<file path="src/rtl/example_mul_arb_pkg.sv">
// Shared constants and the pipeline stage record for example_mul_arb.
// Operand a is unsigned 8-bit, operand b is signed 14-bit, and the product
// is kept as the low 21 bits.
package example_mul_arb_pkg;

    localparam int A_W      = 8;
    localparam int B_W      = 14;
    localparam int P_W      = 21;
    // Widest requester tag needed for the supported range (N_REQ up to 8).
    localparam int ID_MAX_W = 3;

    // One pipeline stage: occupancy flag, product and owning requester.
    typedef struct packed {
        logic                valid;
        logic [P_W-1:0]      p;
        logic [ID_MAX_W-1:0] id;
    } stage_t;

endpackage

</file>
<file path="src/rtl/example_mul_arb_dsp.sv">
// Combinational multiply: unsigned a times signed b, truncated to P_W bits.
// Both operands are widened to P_W before multiplying, so the result is the
// low P_W bits of the full product. It wraps silently and never saturates.
module example_mul_arb_dsp
    import example_mul_arb_pkg::*;
(
    input  logic [A_W-1:0] a,
    input  logic [B_W-1:0] b,
    output logic [P_W-1:0] p
);

    logic signed [P_W-1:0] a_ext;
    logic signed [P_W-1:0] b_ext;

    // a is zero-extended because it is unsigned; b is sign-extended.
    assign a_ext = {{(P_W-A_W){1'b0}}, a};
    assign b_ext = {{(P_W-B_W){b[B_W-1]}}, b};
    assign p     = a_ext * b_ext;

endmodule

</file>
<file path="src/rtl/example_mul_arb.sv">
// Round-robin arbiter that shares one multiplier among N_REQ requesters.
// The default build has one register stage, giving a latency of 1.
// Defining EXAMPLE_MUL_ARB_PIPE_EN adds a second register stage after the
// multiply, giving a latency of 2. The two stages use global-stall flow
// control, and an empty stage 1 is refilled even while stage 2 is stalled.
module example_mul_arb
    import example_mul_arb_pkg::*;
#(
    parameter int N_REQ = 4,
    parameter int ID_W  = 2
) (
    input  logic                 ap_clk,
    input  logic                 ap_rst,
    input  logic [N_REQ-1:0]     req_valid,
    output logic [N_REQ-1:0]     req_ready,
    input  logic [N_REQ*A_W-1:0] req_a,
    input  logic [N_REQ*B_W-1:0] req_b,
    output logic                 res_valid,
    input  logic                 res_ready,
    output logic [P_W-1:0]       res_p,
    output logic [ID_W-1:0]      res_id
);

    logic [ID_W-1:0] last_grant_reg;
    logic [ID_W-1:0] grant_idx;
    logic            grant_found;
    logic [ID_W:0]   cand;
    logic            accept;
    logic            transfer;
    logic [A_W-1:0]  a_arr [N_REQ];
    logic [B_W-1:0]  b_arr [N_REQ];
    logic [P_W-1:0]  prod;
    stage_t          new_stage;
    stage_t          out_stage;
    logic            id_hi_unused;

    // Unpack the flat operand buses into per-requester lanes and form the
    // one-hot ready vector.
    generate
        for (genvar gi = 0; gi < N_REQ; gi++) begin : g_lane
            assign a_arr[gi]     = req_a[gi*A_W +: A_W];
            assign b_arr[gi]     = req_b[gi*B_W +: B_W];
            assign req_ready[gi] = accept && grant_found && (grant_idx == ID_W'(gi));
        end
    endgenerate

    // Round-robin search: start at last_grant+1 and wrap modulo N_REQ.
    // The first requester found with valid set wins.
    always_comb begin
        grant_found = 1'b0;
        grant_idx   = '0;
        cand        = '0;
        for (int k = 1; k <= N_REQ; k++) begin
            cand = {1'b0, last_grant_reg} + (ID_W+1)'(k);
            if (cand >= (ID_W+1)'(N_REQ)) begin
                cand = cand - (ID_W+1)'(N_REQ);
            end
            if (!grant_found && req_valid[cand[ID_W-1:0]]) begin
                grant_found = 1'b1;
                grant_idx   = cand[ID_W-1:0];
            end
        end
    end

    assign transfer = |req_ready;

    example_mul_arb_dsp u_dsp (
        .a (a_arr[grant_idx]),
        .b (b_arr[grant_idx]),
        .p (prod)
    );

    // Build the record for the operand pair being accepted this cycle.
    always_comb begin
        new_stage       = '0;
        new_stage.valid = 1'b1;
        new_stage.p     = prod;
        new_stage.id    = ID_MAX_W'(grant_idx);
    end

    // The pointer moves only on a real transfer. A requester that drops
    // valid before it is granted keeps its place in the rotation.
    always_ff @(posedge ap_clk) begin
        if (ap_rst) begin
            last_grant_reg <= ID_W'(N_REQ-1);
        end else if (transfer) begin
            last_grant_reg <= grant_idx;
        end
    end

`ifdef EXAMPLE_MUL_ARB_PIPE_EN
    stage_t s1_reg;
    stage_t s2_reg;
    logic   advance;

    assign advance = !s2_reg.valid || res_ready;
    assign accept  = !ap_rst && (!s1_reg.valid || advance);

    // Stage 1 loads new products. It empties when it hands its product to
    // stage 2 and no new operand arrives.
    always_ff @(posedge ap_clk) begin
        if (ap_rst) begin
            s1_reg <= '0;
        end else if (transfer) begin
            s1_reg <= new_stage;
        end else if (advance) begin
            s1_reg.valid <= 1'b0;
        end
    end

    // Stage 2 drives the output and holds while the consumer stalls.
    always_ff @(posedge ap_clk) begin
        if (ap_rst) begin
            s2_reg <= '0;
        end else if (advance) begin
            s2_reg <= s1_reg;
        end
    end

    assign out_stage = s2_reg;
`else
    stage_t out_reg;

    assign accept = !ap_rst && (!out_reg.valid || res_ready);

    // A single output stage. If a new product arrives on the same edge that
    // the consumer takes the old one, it replaces it with no bubble.
    always_ff @(posedge ap_clk) begin
        if (ap_rst) begin
            out_reg <= '0;
        end else if (transfer) begin
            out_reg <= new_stage;
        end else if (res_ready) begin
            out_reg.valid <= 1'b0;
        end
    end

    assign out_stage = out_reg;
`endif

    assign res_valid = out_stage.valid;
    assign res_p     = out_stage.p;
    assign res_id    = out_stage.id[ID_W-1:0];
    // Tag bits above ID_W are always written as zero.
    assign id_hi_unused = ^out_stage.id;

endmodule

</file>
<file path="config.mk">
export PLATFORM = sky130hd
export DESIGN_NAME = example_mul_arb
export DESIGN_NICKNAME = d
export VERILOG_FILES = /design/src/rtl/example_mul_arb_pkg.sv /design/src/rtl/example_mul_arb_dsp.sv /design/src/rtl/example_mul_arb.sv
export SDC_FILE = /design/constraint.sdc
export NUM_CORES = 1
export LEC_CHECK = 0
export CAP_MARGIN = 20
export CORE_UTILIZATION = 30
export CTS_CLUSTER_SIZE = 28
export DETAILED_ROUTE_END_ITERATION = 16
export GPL_TIMING_DRIVEN = 1
export PLACE_DENSITY_LB_ADDON = 0.1
export SYNTH_ARGS = -nofsm -noshare
export SYNTH_HDL_FRONTEND = slang
export SYNTH_SLANG_ARGS = --single-unit
</file>
<file path="constraint.sdc">
create_clock -name ap_clk -period 6.3 [get_ports ap_clk]
set_clock_uncertainty 0.15 [all_clocks]
set_input_delay 1.26 -clock ap_clk [delete_from_list [all_inputs] [get_ports ap_clk]]
set_output_delay 1.26 -clock ap_clk [all_outputs]
set_load 0.02 [all_outputs]
</file>
==> impl_metrics.json <==
{
  "status": "finished with violations",
  "violations": "setup timing",
  "clk_path_buf_depth": 2,
  "post-place-ws_ns": -1.26,
  "dieWidth_um": 141,
  "finalWorstSetupSlack_ns": -0.342,
  "ys_seq_area_share_pct": 8.92,
  "grt_start_max_net_pins": 32,
  "startpoint_type": "primary input",
  "clk_pin_slew_worst_paths_ns": 0.06,
  "final_layout_size_suffix_gt1_share_pct": 30.2,
  "crit-reg2reg-launch": "last_grant_reg[1]$_SDFFE_PP1P_",
  "cts.sinks": 26,
  "portBuffers": 122,
  "antenna_found_initial": 0,
  "max-cap-violations": 0,
  "gp_congestion": 0.830,
  "dp.cells": 1161,
  "largest_reg_flops": 21,
  "num_rows": 50,
  "synthTopCellsByCount": "inv_1, nand2_1, fa_1",
  "grt.total_usage_pct": 19.6,
  "syn-num-nets": 921,
  "maxUsedRoutingLayer": "met4",
  "synthCells": 700,
  "pin_count": 123,
  "wire_per_inst_um": 14.9,
  "post_layout_nonfiller_instances": 1222,
  "rsz0062_at_grt": "true",
  "grt-ovfl-total": 0,
  "initial_core_util_pct": 30.9,
  "viasPerCell": 4.64,
  "htreeDepth": 1,
  "path_class": "in2reg",
  "async_flop_share_pct": 0,
  "wl_met3_um": 485,
  "hold_path_class": "reg2reg",
  "wl_met2_um": 10100,
  "die_area_mm2": 0.0200,
  "slowest_delay_ns": 0.51,
  "cts-buffers-inserted": 3,
  "cts_tree": "built",
  "min_to": "res_p[2]$_SDFFE_PP0P_",
  "yosys.area.top_type": "fa_1",
  "diodes": 0,
  "end_kind": "flop",
  "drt-initial-drc-count": 225,
  "worst_path_most_repeated_cell": "fa_1",
  "drv_slew": 0,
  "synthFlopType": "dfxtp_1",
  "worstHoldStart": "res_p[2]$_SDFFE_PP0P_",
  "clock.fmax_mhz": 151,
  "wl_met1_um": 7200,
  "finalSetupViolations": 11,
  "die-height_um": 141,
  "synth_top_area_share_pct": 29.2,
  "ctsRootBufferMaster": "clkbuf_16",
  "cp_top_family": "adder cells",
  "layout.nets": 1185,
  "rr_endpoint": "res_p[20]$_SDFFE_PP0P_",
  "ff2ff_setup_slack_ns": 0.16,
  "syn_area_mm2": 0.00583,
  "drcViolationCount": 0,
  "worst-r2r-cell-count": 26,
  "grt_pass1_wl_um": 31200,
  "postRouteAntennaNets": 0,
  "synth-edff-count": 0,
  "vias": 5669,
  "crit_path_max_fanout": 6,
  "fin_crit_sh_pct": 105,
  "synth_warnings": 0,
  "coreArea_mm2": 0.0189,
  "fillers": 1838,
  "worstSkewPairLatency_ns": 0.25,
  "crit_slowest_cell": "fa_1",
  "min_period_ns": 6.64,
  "area_growth_pct": 60.2,
  "cp_data_arrival_time_ns": 6.63,
  "synthTopCellsByArea": "fa_1, dfxtp_1, ha_1",
  "synth.most_common_cell": "inv_1",
  "crit_required_ns": 6.28,
  "finalHoldViolCount": 0,
  "worst-path-buf-inv": 8,
  "synth_cell_types": 60,
  "hpwlAfterDp_um": 14100,
  "min_delay_path_depth": 2,
  "ys_ff_latch": 26,
  "wl_um": 18200,
  "avgSynthCellArea_um2": 8.33,
  "first_pass_iters": 4,
  "worstMarginPinSlew_ns": 0.602,
  "grt_pass1_vias": 6398,
  "max_slew_margin_pct": 59.5
}
==> kinds of logic after synthesis <==
logic type	share of synthesized area [%]
XOR/XNOR	2.83
buffers and inverters	12.0
AND/OR/NAND/NOR	21.3
AO/OA/AOI/OAI	13.8
flip-flops	8.92
multiplexers	3.09
adder cells (fa/ha/maj)	38.0
==> layout by cell type (no fill, tap or decap), types with 14 or more instances in the layout <==
cell / synthesis / final
buf_4: 8 / 123
a21oi_1: 17 / 14
nand3_1: 18 / 17
inv_1: 136 / 129
nand2_1: 106 / 92
fa_1: 85 / 79
and2_1: 70 / 64
dfxtp_1: 26 / 26
nor2_1: 16 / 15
ha_1: 41 / 32
clkdlybuf4s50_1: 0 / 118
buf_6: 5 / 28
a211oi_2: 1 / 15
==> repair_timing <==
item | CTS | global route
endpoints found under the setup margin | 15 | 12
resized for setup | 127 | 12
hold buffers | 0 | 0
buffers inserted | 44 | 9
pin swaps | 64 | 15
cloned | 6 | 0
==> how the worst max path moves through the flow <==
stage,to,start,depth (start not counted),slack (ns)
after CTS,res_p[17]$_SDFFE_PP0P_,req_valid[2],24,-0.38
after global placement,res_p[20]$_SDFFE_PP0P_,req_valid[3],22,-1.15
after detailed placement,res_p[20]$_SDFFE_PP0P_,req_valid[3],21,-1.26
after global routing,res_p[19]$_SDFFE_PP0P_,req_valid[2],27,-0.60
after floorplan,res_p[20]$_SDFFE_PP0P_,req_valid[2],21,-0.20
final,res_p[20]$_SDFFE_PP0P_,req_valid[2],26,-0.34
==> cell type report <==
cell class / instances / area, µm² / area share [%]
Tap cell: 260 / 325 / 3.48
Timing Repair Buffer: 286 / 2770 / 29.6
Clock buffer: 3 / 75.1 / 0.803
Sequential cell: 26 / 520 / 5.57
Multi-Input combinational cell: 510 / 5140 / 55.0
Inverter: 137 / 514 / 5.50
==> through the flow <==
| step | utilization [%] | hold WS (ns) | area [µm²] | TNS [ns] |
|---|---|---|---|---|
| 2_1_floorplan | - | 0.383 | 6020 | -0.393 |
| 3_3_place_gp | 43.4 | 0.300 | 8200 | -13.56 |
| 3_5_place_dp | 43.4 | 0.306 | 8200 | -14.41 |
| 4_1_cts | 48.9 | 0.315 | 9240 | -2.53 |
| 5_1_grt | 49.5 | 0.327 | 9350 | -5.27 |
| 6_report | 49.5 | 0.314 | 9350 | -2.40 |
==> metal layers <==
metal | vias to the layer above | track usage (%)
met5 | - | 0
met3 | 18 | 2.19
met4 | 0 | 4.87
met1 | 2841 | 22.4
met2 | 66 | 38.4
li1 | 2744 | -
==> worst register-to-register path, stage by stage (launching register included) <==
cell      delay [ns]
dfxtp_1         0.42
buf_4           0.19
nand2b_1        0.19
a21boi_4        0.10
buf_6           0.14
o21ba_4         0.24
buf_12          0.14
a211oi_2        0.20
a31oi_2         0.05
buf_4           0.17
buf_4           0.14
buf_4           0.13
and2_1          0.16
fa_1            0.48
fa_1            0.51
fa_1            0.49
inv_1           0.05
fa_1            0.48
inv_1           0.04
ha_1            0.18
a21o_1          0.19
a2111o_1        0.40
nor3_2          0.17
a21boi_4        0.24
nor4_1          0.06
a311oi_1        0.21
nand3_1         0.09
Power is not shown: default switching activity piles up to over one toggle a cycle in this logic, so the estimate is an artifact.
